$ cat config.mk
export PLATFORM = sky130hd
export DESIGN_NAME = box_outline_writer
export DESIGN_NICKNAME = d
export VERILOG_FILES = /design/src/rtl/box_outline_writer.sv
export SDC_FILE = /design/constraint.sdc
export NUM_CORES = 1
export LEC_CHECK = 0
export CAP_MARGIN = 40
export CORE_MARGIN = 3
export CORE_UTILIZATION = 60
export CTS_CLUSTER_SIZE = 25
export DETAILED_ROUTE_END_ITERATION = 6
export PLACE_DENSITY = 0.83
export SLEW_MARGIN = 40
export SYNTH_ARGS = -nofsm -noshare
export SYNTH_HDL_FRONTEND = slang
export SYNTH_SLANG_ARGS = --single-unit
$ cat constraint.sdc
create_clock -name clk -period 20.1 [get_ports clk]
set_input_delay 4.02 -clock clk [delete_from_list [all_inputs] [get_ports clk]]
set_output_delay 4.02 -clock clk [all_outputs]
set_load 0.02 [all_outputs]
$ cat src/rtl/box_outline_writer.sv
// Writes a one-pixel rectangle outline into an interleaved RGB word buffer
// (3 words per pixel, row-major) through a waitrequest-stalled write port.
module box_outline_writer #(
  parameter  int unsigned WIDTH  = 100,
  parameter  int unsigned HEIGHT = 100,
  localparam int unsigned CW     = 11,
  localparam int unsigned DW     = 16,
  localparam int unsigned AW     = 32
) (
  input  logic          clk,
  input  logic          rst,
  input  logic          start,
  output logic          done,
  input  logic [CW-1:0] xMin,
  input  logic [CW-1:0] xMax,
  input  logic [CW-1:0] yMin,
  input  logic [CW-1:0] yMax,
  input  logic [DW-1:0] colour_r,
  input  logic [DW-1:0] colour_g,
  input  logic [DW-1:0] colour_b,
  output logic [AW-1:0] addr,
  output logic [DW-1:0] wrdata,
  output logic          wren,
  input  logic          waitrequest
);

  localparam int unsigned   ROW_WORDS = WIDTH * 3;
  localparam logic [CW-1:0] X_LAST    = CW'(WIDTH - 1);
  localparam logic [CW-1:0] Y_LAST    = CW'(HEIGHT - 1);

  typedef enum logic [1:0] {IDLE, DRAW, DONE} state_t;
  typedef enum logic [1:0] {P_TOP, P_BOTTOM, P_LEFT, P_RIGHT} phase_t;

  state_t        state_q, state_d;
  phase_t        phase_q, phase_d;
  logic [CW-1:0] x_q, x_d, y_q, y_d;
  logic [1:0]    c_q, c_d;
  logic [CW-1:0] x_lo_q, x_lo_d, x_hi_q, x_hi_d, y_lo_q, y_lo_d, y_hi_q, y_hi_d;
  logic [DW-1:0] col_r_q, col_r_d, col_g_q, col_g_d, col_b_q, col_b_d;
  logic [AW-1:0] addr_d;
  logic [DW-1:0] wrdata_d;
  logic          wren_d, done_d;

  // Clamped start bounds and successor-pixel helpers
  logic [CW-1:0] x_lo_cl, x_hi_cl, y_lo_cl, y_hi_cl;
  logic          empty_box, has_sides, more_rows;
  logic [CW-1:0] nx, ny;
  phase_t        nph;
  logic          last_pix;

  assign x_lo_cl   = (xMin > X_LAST) ? X_LAST : xMin;
  assign x_hi_cl   = (xMax > X_LAST) ? X_LAST : xMax;
  assign y_lo_cl   = (yMin > Y_LAST) ? Y_LAST : yMin;
  assign y_hi_cl   = (yMax > Y_LAST) ? Y_LAST : yMax;
  assign empty_box = (x_lo_cl > x_hi_cl) || (y_lo_cl > y_hi_cl);
  assign has_sides = ((12)'(y_lo_q) + 12'd1) < (12)'(y_hi_q);
  assign more_rows = ((12)'(y_q) + 12'd1) < (12)'(y_hi_q);

  // Successor pixel along top, bottom, left, right edges
  always_comb begin
    nx       = x_q;
    ny       = y_q;
    nph      = phase_q;
    last_pix = 1'b0;
    case (phase_q)
      P_TOP, P_BOTTOM: begin
        if (x_q != x_hi_q) begin
          nx = x_q + CW'(1);
        end else if (phase_q == P_TOP && y_hi_q != y_lo_q) begin
          nph = P_BOTTOM;
          nx  = x_lo_q;
          ny  = y_hi_q;
        end else if (has_sides) begin
          nph = P_LEFT;
          nx  = x_lo_q;
          ny  = y_lo_q + CW'(1);
        end else begin
          last_pix = 1'b1;
        end
      end
      P_LEFT: begin
        if (more_rows) begin
          ny = y_q + CW'(1);
        end else if (x_hi_q != x_lo_q) begin
          nph = P_RIGHT;
          nx  = x_hi_q;
          ny  = y_lo_q + CW'(1);
        end else begin
          last_pix = 1'b1;
        end
      end
      default: begin
        if (more_rows) ny = y_q + CW'(1);
        else           last_pix = 1'b1;
      end
    endcase
  end

  // Next-state and registered-output logic
  always_comb begin
    state_d = state_q;
    phase_d = phase_q;
    x_d     = x_q;
    y_d     = y_q;
    c_d     = c_q;
    x_lo_d  = x_lo_q;
    x_hi_d  = x_hi_q;
    y_lo_d  = y_lo_q;
    y_hi_d  = y_hi_q;
    col_r_d = col_r_q;
    col_g_d = col_g_q;
    col_b_d = col_b_q;
    wren_d  = wren;
    done_d  = done;
    case (state_q)
      IDLE, DONE: begin
        if (start) begin
          x_lo_d  = x_lo_cl;
          x_hi_d  = x_hi_cl;
          y_lo_d  = y_lo_cl;
          y_hi_d  = y_hi_cl;
          col_r_d = colour_r;
          col_g_d = colour_g;
          col_b_d = colour_b;
          if (empty_box) begin
            state_d = DONE;
            done_d  = 1'b1;
            wren_d  = 1'b0;
          end else begin
            state_d = DRAW;
            phase_d = P_TOP;
            x_d     = x_lo_cl;
            y_d     = y_lo_cl;
            c_d     = 2'd0;
            wren_d  = 1'b1;
            done_d  = 1'b0;
          end
        end
      end
      default: begin
        if (!waitrequest) begin
          if (c_q != 2'd2) begin
            c_d = c_q + 2'd1;
          end else if (last_pix) begin
            state_d = DONE;
            wren_d  = 1'b0;
            done_d  = 1'b1;
          end else begin
            x_d     = nx;
            y_d     = ny;
            phase_d = nph;
            c_d     = 2'd0;
          end
        end
      end
    endcase
    addr_d = AW'(y_d) * AW'(ROW_WORDS) + AW'(x_d) * AW'(3) + AW'(c_d);
    case (c_d)
      2'd0:    wrdata_d = col_r_d;
      2'd1:    wrdata_d = col_g_d;
      default: wrdata_d = col_b_d;
    endcase
  end

  always_ff @(posedge clk) begin
    if (rst) begin
      state_q <= IDLE;
      phase_q <= P_TOP;
      x_q     <= '0;
      y_q     <= '0;
      c_q     <= '0;
      x_lo_q  <= '0;
      x_hi_q  <= '0;
      y_lo_q  <= '0;
      y_hi_q  <= '0;
      col_r_q <= '0;
      col_g_q <= '0;
      col_b_q <= '0;
      addr    <= '0;
      wrdata  <= '0;
      wren    <= 1'b0;
      done    <= 1'b0;
    end else begin
      state_q <= state_d;
      phase_q <= phase_d;
      x_q     <= x_d;
      y_q     <= y_d;
      c_q     <= c_d;
      x_lo_q  <= x_lo_d;
      x_hi_q  <= x_hi_d;
      y_lo_q  <= y_lo_d;
      y_hi_q  <= y_hi_d;
      col_r_q <= col_r_d;
      col_g_q <= col_g_d;
      col_b_q <= col_b_d;
      addr    <= addr_d;
      wrdata  <= wrdata_d;
      wren    <= wren_d;
      done    <= done_d;
    end
  end

endmodule

==> results.toml <==
[outcome]
status = "finished clean"

[floorplan]
core-area_um2 = 18300
die_w_um = 144
row_count = 49
dieArea_um2 = 20700
num_io_pins = 146
die_h_um = 144
start_util_pct = 62.2

[flow_run]
maxCapViolations = 0

[setup_path]
rr_startpoint = "y_q[0]$_SDFF_PP0_"
cp_max_fo = 23
required_ns = 20.46
rr_worst_depth = 34
end_kind = "flop"
rrSetupSlack_ns = 10.86
path_common_cell = "ha_1"
path_class = "primary input to flop"
arrival_ns = 13.07
slowest_stage = "or4_1"
start_kind = "primary input"
cpPeakStageDelay_ns = 0.57
reg2reg_to = "addr[18]$_SDFF_PP0_"

[pwr]
p_comb_share_pct = 40.0
p_leak_nw = 5.84
internal_power_mw = 0.702
switchingPower_mw = 0.426
switching_share_pct = 37.8
p_total_mw = 1.13
ir_drop_mv = 0.0634
clockPowerShare_pct = 28.3
pwr_density_cell_nw_per_um2 = 83.8
p_seq_share_pct = 31.7

[global_routing]
grt_max_degree = 74
grt_antenna_before_repair = 0
grt_pass1_vias = 10300
globalRouteOverflowTotal = 0
grt_pass1_wl_um = 50200
grtUsageTotal_pct = 30.0

[hold_path]
hold_path_depth = 2
hold_end = "col_g_q[14]$_SDFF_PP0_"
worst_hold_path_type = "flop to flop"
hold_start = "col_g_q[14]$_SDFF_PP0_"

[routing]
avgRoutedWirePerCell_um = 17.8
ant_nets = 0
route.detailed.drc = 0
first_iter_violations = 843
postRouteWirelength_um = 31100
first_pass_iters = 6
viasPerCell = 6.10
vias = 10700

[sta]
slew_violations = 0
tightest_slew_ns = 0.836
finalCriticalPeriod_ns = 12.71
final-setup-viol-count = 0
maxSlewHeadroom_pct = 44.1
timing.fmax_mhz = 78.7
tns_ns = 0
hold_viol = 0
holdWs_ns = 0.458
finalCritPeriodShare_pct = 63.2
finClkSkew_ns = 0.0109
rsz0062_at_grt = "no"

[yosys]
yosys_warnings = 0
synth_area_leaders = "dfxtp_1 28%, ha_1 12%, nand2_1 5.6%, a21oi_1 4.8%, fa_1 4.2%"
synthArstFlopShare_pct = 0
synth_most_common_cell = "nand2_1"
synth-seq-area-share_pct = 27.6
avgSynthCellArea_um2 = 8.15
synthCells = 1398
synth_common_cells = "169 x nand2_1, 157 x dfxtp_1, 110 x a21oi_1, 109 x nor2_1, 106 x ha_1"
ys_types = 74
yosysTopAreaCellShare_pct = 27.6
synth-seq-cells = 157
synth_area_um2 = 11400
synth-edff-count = 0
dominantRegCellSynth = "dfxtp_1"
synth_top_cell_by_area = "dfxtp_1"

[cts]
cts_setup_buffers = 0
clock-sinks = 157
cts_made_buffers = 17
insertion_delay_ns = 0.44
cts_hold_buffers = 0
clockRootBuffer = "clkbuf_16"
clkSlewWorstSetupHoldPaths_ns = 0.07
htree_levels = 4
cts_resized = 0
clockBufferDepth = 2
tritoncts = "yes"

[final_layout]
areaGrowthSynthToFinish_pct = 18.1
antenna_cells = 0
final_cell_area_um2 = 13500
final_nets = 1734
drive_gt1_share_pct = 7.23
fin_util_pct = 73.4

[place]
postPlaceCellArea_um2 = 12900
io_buffers = 134
place_congestion = 1.01
dpl.hpwl_um = 23400
==> area by class of cell <==
| cell class | instances | area, um2 |
|---|---|---|
| well taps | 229 | 287 |
| clock inverters | 14 | 141 |
| inverters | 79 | 297 |
| multi-input cells | 1106 | 7720 |
| repair buffers | 147 | 1430 |
| fillers | 1479 | 4870 |
| clock buffers | 18 | 439 |
| flip-flops and latches | 157 | 3140 |
==> how the worst max path moves through the flow <==
stage             start  cells past startpoint  slack [ns]                  end
2_1_floorplan  xMax[10]                     33        8.12  addr[19]$_SDFF_PP0_
3_3_place_gp   xMax[10]                     33        7.43  addr[19]$_SDFF_PP0_
3_5_place_dp   yMax[10]                     33        7.09  addr[18]$_SDFF_PP0_
4_1_cts        yMax[10]                     33        7.54  addr[18]$_SDFF_PP0_
5_1_grt        yMax[10]                     33        6.75  addr[18]$_SDFF_PP0_
6_report       yMax[10]                     33        7.39  addr[18]$_SDFF_PP0_
==> cell families after synthesis <==
| group | count (synthesis) | share of synthesized area (%) |
|---|---|---|
| xor gates and xnor gates | 73 | 5.61 |
| and+or+nand+nor | 511 | 21.3 |
| DFF | 157 | 27.6 |
| adders and majority gates | 130 | 15.9 |
| AOI/OAI and AO/OA | 307 | 18.1 |
| buffers and inverters | 160 | 5.80 |
| muxes | 58 | 5.74 |
| other | 2 | 0.0659 |
==> worst max-delay path, delay by kind of cell <==
| kind | cells | cell delay (ns) |
|---|---|---|
| multiplexers | 1 | 0.41 |
| adder cells (fa/ha/maj) | 8 | 2.99 |
| AND/OR/NAND/NOR | 10 | 1.80 |
| AO/OA/AOI/OAI | 10 | 2.99 |
| buffers and inverters | 4 | 0.87 |
==> stage by stage <==
| step | std cells | setup WS [ns] |
|---|---|---|
| 6_report | 1750 | 7.39 |
| 5_1_grt | 1750 | 6.75 |
| 4_1_cts | 1749 | 7.54 |
| 3_5_place_dp | 1717 | 7.09 |
| 3_3_place_gp | 1717 | 7.43 |
| 2_1_floorplan | 1423 | 8.12 |
==> power groups by stage <==
stage | combinational, mW | clock [mW] | sequential [mW]
CTS | 0.448 | 0.322 | 0.356
global route | 0.501 | 0.334 | 0.359
global placement | 0.434 | 0 | 0.363
finish | 0.451 | 0.319 | 0.357
floorplan | 0.309 | 0 | 0.374
detailed placement | 0.444 | 0 | 0.363
==> routing by layer <==
| layer | share of wire [%] | wire (um) | vias to the layer above | track usage (%) |
|---|---|---|---|---|
| li1 | - | - | 5150 | - |
| met1 | 43 | 13400 | 4956 | 39.3 |
| met2 | 46 | 14200 | 477 | 49.6 |
| met3 | 7.8 | 2440 | 99 | 4.99 |
| met4 | 3.2 | 1010 | 0 | 11.8 |
| met5 | 0 | 0 | - | 0 |
==> cell usage in the layout, fill, tap and decap left out, types with 27 or more instances in the layout <==
| master | synthesis | routed |
|---|---|---|
| a21oi_1 | 110 | 110 |
| clkdlybuf4s50_1 | 0 | 133 |
| conb_1 | 2 | 27 |
| dfxtp_1 | 157 | 157 |
| ha_1 | 106 | 106 |
| inv_1 | 78 | 78 |
| mux2_2 | 27 | 27 |
| nand2_1 | 169 | 168 |
| nand3_1 | 51 | 51 |
| nor2_1 | 109 | 108 |
| nor3_1 | 45 | 45 |
| o21ai_0 | 29 | 29 |
| xnor2_1 | 33 | 33 |
| xor2_1 | 40 | 40 |
==> state kept, by name (all words and copies together), names as in the netlist <==
signal,flops
addr,21
col_b_q,16
col_g_q,16
col_r_q,16
wrdata,16
x_hi_q,11
x_lo_q,11
x_q,11
y_hi_q,11
y_lo_q,11
y_q,11
c_q,2
phase_q,2
done,1
wren,1
(Power assumes the default switching activity.)
